===== src/rtl/mem_arbiter_pkg.sv =====
// Shared types, encodings and helpers for the byte-wide RAM port arbiter.
package mem_arbiter_pkg;

    localparam int unsigned DATA_W = 32;
    localparam int unsigned BYTE_W = 8;
    localparam int unsigned CNT_W  = 3;

    // Arbiter sequencing states
    typedef enum logic [1:0] {
        ST_IDLE    = 2'd0,
        ST_READ    = 2'd1,
        ST_WRITE   = 2'd2,
        ST_IO_WAIT = 2'd3
    } state_t;

    // LSB transfer size encodings
    localparam logic [1:0] SZ_B = 2'd0;
    localparam logic [1:0] SZ_H = 2'd1;
    localparam logic [1:0] SZ_W = 2'd2;

    // Port identifiers used for grant tracking
    localparam logic PORT_IF = 1'b0;
    localparam logic PORT_LS = 1'b1;

    // Byte count for a size code; the illegal code 3 behaves as a word
    function automatic logic [CNT_W-1:0] size_to_n(input logic [1:0] sz);
        case (sz)
            SZ_B:    return 3'd1;
            SZ_H:    return 3'd2;
            default: return 3'd4;
        endcase
    endfunction

    // True when address bits 17:16 select the IO region
    function automatic logic in_io_region(input logic [1:0] hi_bits, input logic [1:0] io_hi);
        return hi_bits == io_hi;
    endfunction

endpackage


===== src/rtl/mem_byte_seq.sv =====
// Byte sequencer: byte counter, address increment, write shift-out, read shift-in.
module mem_byte_seq
    import mem_arbiter_pkg::*;
#(
    parameter int unsigned ADDR_W = 32
) (
    input  logic              clk,
    input  logic              rst,
    input  logic              rdy,
    input  logic              load,
    input  logic              load_first,
    input  logic              adv,
    input  logic              cap,
    input  logic [ADDR_W-1:0] ld_addr,
    input  logic [CNT_W-1:0]  ld_n,
    input  logic [DATA_W-1:0] ld_wdata,
    input  logic [BYTE_W-1:0] mem_din,
    output logic [ADDR_W-1:0] addr_c,
    output logic [BYTE_W-1:0] byte_c,
    output logic [DATA_W-1:0] word_c,
    output logic              last_c
);

    logic [ADDR_W-1:0] base;
    logic [CNT_W-1:0]  n;
    logic [CNT_W-1:0]  cnt;
    logic [DATA_W-1:0] wsh;
    logic [DATA_W-1:0] rdata;

    // Transfer context and progress; load with first byte issued leaves cnt at 1
    always_ff @(posedge clk) begin
        if (rst) begin
            base  <= '0;
            n     <= '0;
            cnt   <= '0;
            wsh   <= '0;
            rdata <= '0;
        end else if (rdy) begin
            if (load) begin
                base  <= ld_addr;
                n     <= ld_n;
                rdata <= '0;
                if (load_first) begin
                    cnt <= 3'd1;
                    wsh <= ld_wdata >> BYTE_W;
                end else begin
                    cnt <= 3'd0;
                    wsh <= ld_wdata;
                end
            end else begin
                if (cap) begin
                    rdata <= word_c;
                end
                if (adv) begin
                    cnt <= cnt + 3'd1;
                    wsh <= wsh >> BYTE_W;
                end
            end
        end
    end

    // Next byte address wraps modulo 2^ADDR_W; done when all bytes issued
    always_comb begin
        addr_c = base + ADDR_W'(cnt);
        byte_c = wsh[BYTE_W-1:0];
        last_c = (cnt == n);
    end

    // Merge the byte on mem_din into the slot of the previously addressed byte
    always_comb begin
        word_c = rdata;
        case (2'(cnt - 3'd1))
            2'd0:    word_c[7:0]   = mem_din;
            2'd1:    word_c[15:8]  = mem_din;
            2'd2:    word_c[23:16] = mem_din;
            default: word_c[31:24] = mem_din;
        endcase
    end

endmodule


===== src/rtl/mem_arbiter.sv =====
// Shares the byte-wide RAM port between ICache fetches and LSB loads/stores.
module mem_arbiter
    import mem_arbiter_pkg::*;
#(
    parameter int unsigned ADDR_W = 32,
    parameter logic [1:0]  IO_HI  = 2'b11
) (
    input  logic              clk,
    input  logic              rst,
    input  logic              rdy,
    input  logic              clr,
    input  logic              if_req,
    input  logic [ADDR_W-1:0] if_addr,
    output logic              if_done,
    output logic [DATA_W-1:0] if_data,
    input  logic              ls_req,
    input  logic              ls_wr,
    input  logic [1:0]        ls_size,
    input  logic [ADDR_W-1:0] ls_addr,
    input  logic [DATA_W-1:0] ls_wdata,
    output logic              ls_done,
    output logic [DATA_W-1:0] ls_rdata,
    input  logic [BYTE_W-1:0] mem_din,
    output logic [BYTE_W-1:0] mem_dout,
    output logic [ADDR_W-1:0] mem_a,
    output logic              mem_wr,
    input  logic              io_buffer_full
);

    state_t            state;
    logic              last_grant;
    logic              port;
    logic              cur_io;
    logic              mem_wr_reg;

    logic              take_c;
    logic              pick_ls_c;
    logic [ADDR_W-1:0] sel_addr_c;
    logic              sel_wr_c;
    logic              sel_io_c;
    logic [CNT_W-1:0]  sel_n_c;
    logic              sel_io_wait_c;
    logic              adv_c;
    logic              cap_c;

    logic [ADDR_W-1:0] seq_addr_c;
    logic [BYTE_W-1:0] seq_byte_c;
    logic [DATA_W-1:0] seq_word_c;
    logic              seq_last_c;

    assign mem_wr = mem_wr_reg & rdy;

    // Grant choice and sequencer strobes for the current cycle
    always_comb begin
        take_c    = 1'b0;
        pick_ls_c = 1'b0;
        adv_c     = 1'b0;
        cap_c     = 1'b0;
        if (state == ST_IDLE && !clr && !if_done && !ls_done) begin
            if (if_req && ls_req) begin
                take_c    = 1'b1;
                pick_ls_c = (last_grant == PORT_IF);
            end else if (if_req) begin
                take_c = 1'b1;
            end else if (ls_req) begin
                take_c    = 1'b1;
                pick_ls_c = 1'b1;
            end
        end
        sel_addr_c    = pick_ls_c ? ls_addr : if_addr;
        sel_wr_c      = pick_ls_c & ls_wr;
        sel_n_c       = pick_ls_c ? size_to_n(ls_size) : 3'd4;
        sel_io_c      = in_io_region(sel_addr_c[17:16], IO_HI);
        sel_io_wait_c = sel_wr_c & sel_io_c & io_buffer_full;
        case (state)
            ST_READ: begin
                if (!clr) begin
                    cap_c = 1'b1;
                    adv_c = !seq_last_c;
                end
            end
            ST_WRITE: begin
                if (!seq_last_c && !(cur_io && io_buffer_full)) begin
                    adv_c = 1'b1;
                end
            end
            ST_IO_WAIT: begin
                if (!io_buffer_full) begin
                    adv_c = 1'b1;
                end
            end
            default: ;
        endcase
    end

    mem_byte_seq #(
        .ADDR_W(ADDR_W)
    ) u_seq (
        .clk       (clk),
        .rst       (rst),
        .rdy       (rdy),
        .load      (take_c),
        .load_first(take_c & !sel_io_wait_c),
        .adv       (adv_c),
        .cap       (cap_c),
        .ld_addr   (sel_addr_c),
        .ld_n      (sel_n_c),
        .ld_wdata  (ls_wdata),
        .mem_din   (mem_din),
        .addr_c    (seq_addr_c),
        .byte_c    (seq_byte_c),
        .word_c    (seq_word_c),
        .last_c    (seq_last_c)
    );

    // Arbiter state machine with registered RAM and requester outputs
    always_ff @(posedge clk) begin
        if (rst) begin
            state      <= ST_IDLE;
            last_grant <= PORT_LS;
            port       <= PORT_IF;
            cur_io     <= 1'b0;
            mem_wr_reg <= 1'b0;
            mem_a      <= '0;
            mem_dout   <= '0;
            if_done    <= 1'b0;
            if_data    <= '0;
            ls_done    <= 1'b0;
            ls_rdata   <= '0;
        end else if (rdy) begin
            if_done <= 1'b0;
            ls_done <= 1'b0;
            case (state)
                ST_IDLE: begin
                    if (take_c) begin
                        last_grant <= pick_ls_c;
                        port       <= pick_ls_c;
                        cur_io     <= sel_io_c;
                        if (!sel_wr_c) begin
                            state      <= ST_READ;
                            mem_a      <= sel_addr_c;
                            mem_wr_reg <= 1'b0;
                        end else if (sel_io_wait_c) begin
                            state      <= ST_IO_WAIT;
                            mem_wr_reg <= 1'b0;
                        end else begin
                            state      <= ST_WRITE;
                            mem_a      <= sel_addr_c;
                            mem_dout   <= ls_wdata[7:0];
                            mem_wr_reg <= 1'b1;
                        end
                    end
                end
                ST_READ: begin
                    if (clr) begin
                        state <= ST_IDLE;
                    end else if (seq_last_c) begin
                        state <= ST_IDLE;
                        if (port == PORT_LS) begin
                            ls_done  <= 1'b1;
                            ls_rdata <= seq_word_c;
                        end else begin
                            if_done <= 1'b1;
                            if_data <= seq_word_c;
                        end
                    end else begin
                        mem_a <= seq_addr_c;
                    end
                end
                ST_WRITE: begin
                    if (seq_last_c) begin
                        mem_wr_reg <= 1'b0;
                        ls_done    <= 1'b1;
                        state      <= ST_IDLE;
                    end else if (cur_io && io_buffer_full) begin
                        mem_wr_reg <= 1'b0;
                        state      <= ST_IO_WAIT;
                    end else begin
                        mem_a    <= seq_addr_c;
                        mem_dout <= seq_byte_c;
                    end
                end
                ST_IO_WAIT: begin
                    if (!io_buffer_full) begin
                        mem_a      <= seq_addr_c;
                        mem_dout   <= seq_byte_c;
                        mem_wr_reg <= 1'b1;
                        state      <= ST_WRITE;
                    end
                end
                default: state <= ST_IDLE;
            endcase
        end
    end

endmodule

===== config.mk =====
export PLATFORM = sky130hd
export DESIGN_NAME = mem_arbiter
export DESIGN_NICKNAME = d
export VERILOG_FILES = /design/src/rtl/mem_arbiter_pkg.sv /design/src/rtl/mem_byte_seq.sv /design/src/rtl/mem_arbiter.sv
export SDC_FILE = /design/constraint.sdc
export NUM_CORES = 1
export LEC_CHECK = 0
export CORE_MARGIN = 2
export CORE_UTILIZATION = 40
export DETAILED_ROUTE_END_ITERATION = 7
export HOLD_SLACK_MARGIN = 0.06
export PLACE_DENSITY = 0.62
export SLEW_MARGIN = 15
export SYNTH_ARGS = -nofsm -noshare
export SYNTH_HDL_FRONTEND = slang
export SYNTH_SLANG_ARGS = --single-unit

===== constraint.sdc =====
create_clock -name clk -period 6.1 [get_ports clk]
set_clock_uncertainty 0.1 [all_clocks]
set_input_delay 1.83 -clock clk [delete_from_list [all_inputs] [get_ports clk]]
set_output_delay 1.83 -clock clk [all_outputs]
set_load 0.05 [all_outputs]

==> flow_metrics.tcl <==
set metrics [dict create \
    irDropWorstVdd_uv 186 \
    start_util_pct 40.6 \
    yosysTopAreaCell "dfxtp_1" \
    ios 221 \
    drt_iter0_drc 481 \
    layout.nets 1383 \
    synth-edff-count 0 \
    r2r_cells 9 \
    avgSynthCellArea_sq_um 9.04 \
    layout_setup_ws_ns 0.836 \
    clk_pin_slew_ns 0.06 \
    slew_headroom_pct 22.5 \
    die_h_microns 161 \
    period_share_pct 86.3 \
    setup_viol 0 \
    async_flop_share_pct 0 \
    fillers 2225 \
    cp.required_ns 4.17 \
    track_usage_pct 20.4 \
    endpoint_kind "output pin" \
    switchingPower_mw 1.04 \
    holdCritPathClass "flip-flop to flip-flop" \
    min_from "mem_a[1]" \
    cts.sinks 214 \
    cp_max_fo 2 \
    firstDrtPassIters 5 \
    timing.hold.ws_ns 0.354 \
    core-area_sq_mm 0.0242 \
    yosysWarnings 0 \
    port_buffers 220 \
    hold_depth 2 \
    swShare_pct 27.5 \
    r2r_slack_ns 2.31 \
    wl_per_cell_microns 17.0 \
    antenna_cells 0 \
    areaGrowthSynthToFinish_pct 33.2 \
    drc 0 \
    mostFrequentLayoutCells "clkdlybuf4s50_1, dfxtp_1, nor2_1" \
    pwr-share-clk_pct 43.3 \
    setup_tns_ns 0 \
    synth-main-ff-cell "dfxtp_1" \
    power_density_mw_per_mm2 290 \
    finalHoldViolCount 0 \
    dieArea_sq_mm 0.0258 \
    hold_buffers 0 \
    synthMuxAreaShare_pct 10.3 \
    power_frac_comb_pct 16.9 \
    dp_hpwl_microns 18500 \
    netlist_area_sq_mm 0.00982 \
    synth_top_family_by_area "compound AO/OA/AOI/OAI gates" \
    yosys_register_bits 214 \
    p_int_mw 2.75 \
    synth_fa_ha_area_share_pct 1.73 \
    period_needed_ns 5.26 \
    synth-simple-area-share_pct 14.8 \
    crit_type "input port to output pin" \
    antenna_found_initial 0 \
    crit_path_start_kind "input port" \
    synth_xor_area_share_pct 2.86 \
    rows 57 \
    synth.distinct_cells 56 \
    holdPathEnd "mem_a[1]" \
    grt_pass1_vias 8172 \
    grt_max_degree 88 \
    max-cap-violations 0 \
    worstReg2RegEnd "u_seq.wsh[1]" \
    vias 8481 \
    postSynthCellCount 1086 \
    final_layout_size_suffix_gt1_share_pct 6.59 \
    htree_levels 1 \
    drt_wl_total_microns 27200 \
    synth-seq-area-share_pct 43.6 \
    status "complete, no violations" \
    die_w_microns 161 \
    routabilityCongestion 0.786 \
    dp_slack_ns 0.801 \
    cts_tree "built" \
    crit_arrival_ns 3.33 \
    max_freq_mhz 190 \
    synthTopCellsByArea "dfxtp_1, mux2i_1, a211oi_1" \
    grt_pass1_wl_microns 43400 \
    r2r-start "state[0]" \
    cts_made_buffers 24 \
    cts-root-buf "clkbuf_16" \
    synth_compound_area_share_pct 22.0 \
    slew_violations 0 \
    pwr-share-seq_pct 39.8 \
    clock_latency_ns 0.52 \
    overflow 0 \
    vias_per_cell 5.31 \
    synth_fp_nets 1213 \
    synth_top_cell_area_share_pct 43.6 \
    drtAntennaViolNets 0 \
    rsz0062_at_grt "no" \
    final_common_cell "clkdlybuf4s50_1" \
    tightest_slew_ns 1.16 \
    cts_buffer_depth 3 \
    p_leak_nw 4.94 \
    cts_setup_buffers 0 \
    post_cts_resized 0 \
]
## area by class of cell
| cell class | instances | area [sq um] | area share (%) |
|---|---|---|---|
| clock buffer | 29 | 669 | 5.12 |
| timing repair buffer | 234 | 2310 | 17.7 |
| sequential | 214 | 4280 | 32.8 |
| multi-input combinational | 766 | 5100 | 39.0 |
| tap | 324 | 405 | 3.10 |
| inverter | 16 | 60.1 | 0.459 |
| clock inverter | 15 | 249 | 1.90 |
## per-layer routing
metal / routed length (microns) / global-route usage [%] / vias up / share of wire, %
met5: 0 / 0 / - / 0
met4: 376 / 3.81 / 0 / 1.4
met3: 1740 / 4.88 / 33 / 6.4
met2: 12500 / 33.5 / 209 / 46
met1: 12600 / 27.7 / 3981 / 46
li1: - / - / 4258 / -
## stage by stage
| step | cells | instance area, sq um | utilization [%] | power, mW |
|---|---|---|---|---|
| finish | 1598 | 13100 | 54.1 | 3.79 |
| floorplan | 1086 | 9820 | - | 1.95 |
| CTS | 1598 | 13100 | 54.1 | 3.83 |
| global route | 1598 | 13100 | 54.1 | 3.94 |
| detailed placement | 1554 | 12200 | 50.3 | 2.18 |
| global placement | 1554 | 12200 | 50.3 | 2.17 |
## worst max path at each step
| stage | startpoint | end | slack, ns | depth (start not counted) |
|---|---|---|---|---|
| after global routing | rdy | mem_wr | 0.79 | 3 |
| after detailed placement | rdy | mem_wr | 0.80 | 3 |
| after CTS | rdy | mem_wr | 0.80 | 3 |
| after global placement | rdy | mem_wr | 0.80 | 3 |
| after floorplan | rdy | mem_wr | 1.63 | 2 |
| final | rdy | mem_wr | 0.84 | 3 |
## cells in the mapped netlist (all sizes together), types with 2 or more instances
cell / count
dfxtp: 214
nor2: 175
a211oi: 106
mux2i: 100
nand2: 86
clkbuf: 57
o21ai: 53
a22oi: 37
buf: 33
a22o: 28
a21oi: 20
nor3: 19
o2bb2ai: 19
xnor2: 16
xor2: 16
inv: 15
ha: 12
nand3: 11
o211ai: 8
and2: 6
and4: 6
nor4: 6
and3: 5
nor2b: 5
a32oi: 4
nand4: 4
nand3b: 3
a211o: 2
a221o: 2
a32o: 2
nand2b: 2
## cells by family (layout without fill, tap and decap cells)
logic type | Yosys count | count (layout)
AOI/OAI and AO/OA | 288 | 288
xor gates and xnor gates | 32 | 32
buffers and inverters | 106 | 294
DFF | 214 | 214
muxes | 101 | 101
adders and majority gates | 13 | 13
and+or+nand+nor | 332 | 332
## critical path, cell delays in order
cell and delay (ns):
clkdlybuf4s50_1 0.52, and2_1 0.16, clkdlybuf4s50_1 0.82
## power groups by stage
stage	clock network, mW	registers (mW)	logic, mW
floorplan	0	1.65	0.296
global placement	0	1.54	0.636
detailed placement	0	1.54	0.642
CTS	1.67	1.51	0.645
global route	1.73	1.52	0.692
finish	1.64	1.51	0.639
Note: power is estimated with default switching activity, not from simulation.
